**src/rtl/fifo_pkg.sv**
```systemverilog
// fifo_pkg: shared FIFO sizing defaults and depth derivation.
package fifo_pkg;
    localparam int DEF_WORDSIZE = 8;
    localparam int DEF_ADDRSIZE = 3;
    localparam int DEPTH = 1 << DEF_ADDRSIZE;

    function automatic int fifo_depth(input int addrsize);
        return 1 << addrsize;
    endfunction
endpackage

```
**src/rtl/fifo_mem.sv**
```systemverilog
// fifo_mem: FIFO storage array, synchronous write gated by full, combinational read.
module fifo_mem
    import fifo_pkg::*;
#(
    parameter int WORDSIZE = DEF_WORDSIZE,
    parameter int ADDRSIZE = DEF_ADDRSIZE
) (
    input  logic [ADDRSIZE-1:0] waddr,
    input  logic [ADDRSIZE-1:0] raddr,
    output logic [WORDSIZE-1:0] rdata,
    input  logic [WORDSIZE-1:0] wdata,
    input  logic                full,
    input  logic                clk,
    input  logic                rst
);
    localparam int NWORDS = fifo_depth(ADDRSIZE);

    logic [WORDSIZE-1:0] mem_q [NWORDS];
    logic [WORDSIZE-1:0] mem_d [NWORDS];

    // Every non-full cycle writes; there is no separate write enable.
    always_comb begin
        mem_d = mem_q;
        if (!full) mem_d[waddr] = wdata;
    end

    always_ff @(posedge clk) begin
        if (rst) mem_q <= '{default: '0};
        else     mem_q <= mem_d;
    end

    assign rdata = mem_q[raddr];
endmodule

```
**config.mk**
```make
export PLATFORM = sky130hd
export DESIGN_NAME = fifo_mem
export DESIGN_NICKNAME = d
export VERILOG_FILES = /design/src/rtl/fifo_pkg.sv /design/src/rtl/fifo_mem.sv
export SDC_FILE = /design/constraint.sdc
export NUM_CORES = 1
export LEC_CHECK = 0
export ABC_AREA = 1
export BUFFER_PORTS_ARGS = -buffer_cell sky130_fd_sc_hd__buf_2
export CAP_MARGIN = 20
export CORE_ASPECT_RATIO = 0.8
export CORE_UTILIZATION = 55
export DETAILED_ROUTE_END_ITERATION = 16
export MAX_ROUTING_LAYER = met4
export PLACE_DENSITY = 0.81
export SLEW_MARGIN = 10
export SYNTH_ARGS = -nofsm -noshare
export SYNTH_HDL_FRONTEND = slang
export SYNTH_SLANG_ARGS = --single-unit
export TNS_END_PERCENT = 5
```
**constraint.sdc**
```tcl
create_clock -name clk -period 1.85 [get_ports clk]
set_input_delay 0.2775 -clock clk [delete_from_list [all_inputs] [get_ports clk]]
set_output_delay 0.2775 -clock clk [all_outputs]
set_load 0.01 [all_outputs]
```
==> results.md <==
- Count of cell types in the netlist: 15
- Share of layout cells above drive strength 1: 0.119
- Synth Register Bits: 64
- Final non-filler cell total: 608
- Top-count cell post-synth: nor2_1
- Routed len/inst: 13.7 um
- Max-cap viol count: 0
- Worst Setup SP: raddr[0]
- Mapped Cells: 503
- Syn_area_per_cell: 6.23 um2
- CP delay by family, top: buffers and inverters
- Slew HR: 0.713
- 1st-iter DRT viols: 233
- Worst min path class: input port to flop
- Hold Startpoint: wdata[6]
- Hold buffer count at cts: 0
- Critical Path Slowest Stage Cell: buf_4
- Largest register FFs: 64
- Arrival time of the worst setup path: 1260 ps
- Skew-Pair Late Insertion Delay: 340 ps
- Top FF cell, synth: dfxtp_1
- WP buf/inv: 3
- Post-DP HPWL: 5.67 mm
- Worst Skew: 0 ps
- Max incr delay on CP: 310 ps
- Fillcell total: 535
- Largest net degree at the start of global routing: 38
- Number of synthesized flops with an enable pin: 0
- # DRC: 0
- Final worst-path cycle share: 0.831
- Setup tns final: 0 ps
- Share of flip-flops with an asynchronous set or reset: 0
- Worst path required time: 1570 ps
- Critical Path Most Common Cell: nand2_1
- CP Capture Type: output port
- Warnings from Yosys: 0
- Max Clk Rate: 0.650 GHz
- Starting Density: 0.573
- Yosys top cell area share: 0.409
- Ports: 25
- Worst r2r src: mem_q[19]
- Root buffer cell: clkbuf_8
- Status: finished clean
- Final setup vio count: 0
- Post-synthesis sequential area ratio: 0.409
- First-pass GRT wire length: 13.4 mm
- Die Width: 86.4 um
- WS Path Type: input port to output port
- Vias in the first global route: 2723
- Vias/cell: 5.00
- Syn Std Cell Area: 3130 um2
- Power per standard cell area: 904 nW/um2
- Core box area: 5470 um2
- Main area contributors after synthesis: dfxtp_1 41%, nor2_1 15%, nand2_1 13%
- Fin. Hold Viols: 0
- Area leader, netlist: dfxtp_1
- Sink Count: 64
- Row count: 24
- RSZ-0062 raised after global routing: false
- R2R setup slack: 1220 ps
- Cts bufs inserted: 9
- CP cell instances: buf_2 > buf_4 > nand2_1 > nand3_1 > nand2_1 > nand2_1 > nand2_1 > buf_2
- Clock Pin Slew Worst Setup and Hold Paths: 70 ps
- IO buf count: 24
- Via count: 3041
- Remaining antenna violation count after routing: 0
- GPL Wtd Cong: 0.969
- Worst IR drop on VDD: 0.542 mV
- Number of gates resized after CTS: 0
- CTS tree: yes
- Post-synth top cells: 129 x nor2_1, 107 x nand2_1, 70 x inv_1, 64 x dfxtp_1, 64 x o21ai_0
- Inserted Diodes: 0
- Area growth syn-to-layout: 12.5%
- Inst Count DP: 592
- Crit Path Max Fanout: 32
- Slew @ Worst Pin: 429 ps
- NumNets Final: 542
- Drt first pass iters: 5
- Min cycle time layout: 1540 ps
- Syn nets: 520
- GRT overflow: 0
- Routed WL: 8.31 mm
- Startpoint Class: input port
- All-layer global routing usage: 0.307
- Die Y-Extent: 69.5 um
- Top flop regs: mem_q (64)
- Initial antenna violation count: 0
- Pleak: 1.60 nW
- Die ar.: 6010 um2
- H-tree level count: 3
- CTS Buffer Depth: 2
- Number of post-CTS setup repair buffers: 0
- Largest register by flop count: mem_q
- Hold slack: 336 ps
- Slew Viols, Final: 0
[through the flow]
stage / cell area [um2] / utilization / power (W) / setup WS [ps]
after floorplan: 3130 / - / 0.00174 / 631
after global placement: 3300 / 0.604 / 0.00186 / 379
after detailed placement: 3300 / 0.604 / 0.00187 / 355
after CTS: 3520 / 0.645 / 0.00319 / 310
after global routing: 3520 / 0.645 / 0.00331 / 232
final: 3520 / 0.645 / 0.00319 / 312
[worst register-to-register path, cell delays in order (launching register included)]
cell     delay, ps
dfxtp_1        320
nor2_1         140
nor2_1          60
[placed cells by master, fill, tap and decap left out, drive strengths merged]
cell      Yosys  layout
clkinv        8       9
buf          10      28
nor2        133     133
inv          72      72
clkbuf        7      11
o21ai        64      64
nand2       113     113
dfxtp        64      64
bufinv        0       2
nand3        32      32
clkinvlp      0       2
[area by class of cell]
cell class	count	area, um2	area share
Sequential cell	64	1280	0.364
Multi-Input combinational cell	342	1440	0.408
Clock buffer	11	141	0.0401
Inverter	80	310	0.0880
Clock inverter	5	80.1	0.0227
Tap cell	78	97.6	0.0277
Timing Repair Buffer	28	175	0.0497
[routing by layer]
| layer | part of all wire | global-route usage | routed length [um] |
|---|---|---|---|
| met1 | 0.44 | 0.397 | 3690 |
| met2 | 0.46 | 0.464 | 3810 |
| met3 | 0.077 | 0.0690 | 640 |
| met4 | 0.020 | 0.128 | 169 |
| met5 | 0 | - | 0 |
[logic make-up after synthesis]
logic type / count (synthesis) / synth area share
flip-flops: 64 / 0.409
AND/OR/NAND/NOR: 278 / 0.357
buffers and inverters: 97 / 0.132
AO/OA/AOI/OAI: 64 / 0.102
[power breakdown]
part | internal (W) | switching (W) | leakage, nW
clock | 0.000793 | 0.000551 | 0.106
sequential | 0.00143 | 0.0000244 | 0.520
combinational | 0.000133 | 0.000259 | 0.978
[path summary, 6_finish.rpt]
kind               end  cells after the start
max           rdata[2]                      8
min          mem_q[38]                      3
max reg2reg  mem_q[19]                      2
min reg2reg  mem_q[34]                      2
No activity file was read; power rests on OpenSTA's default activity.
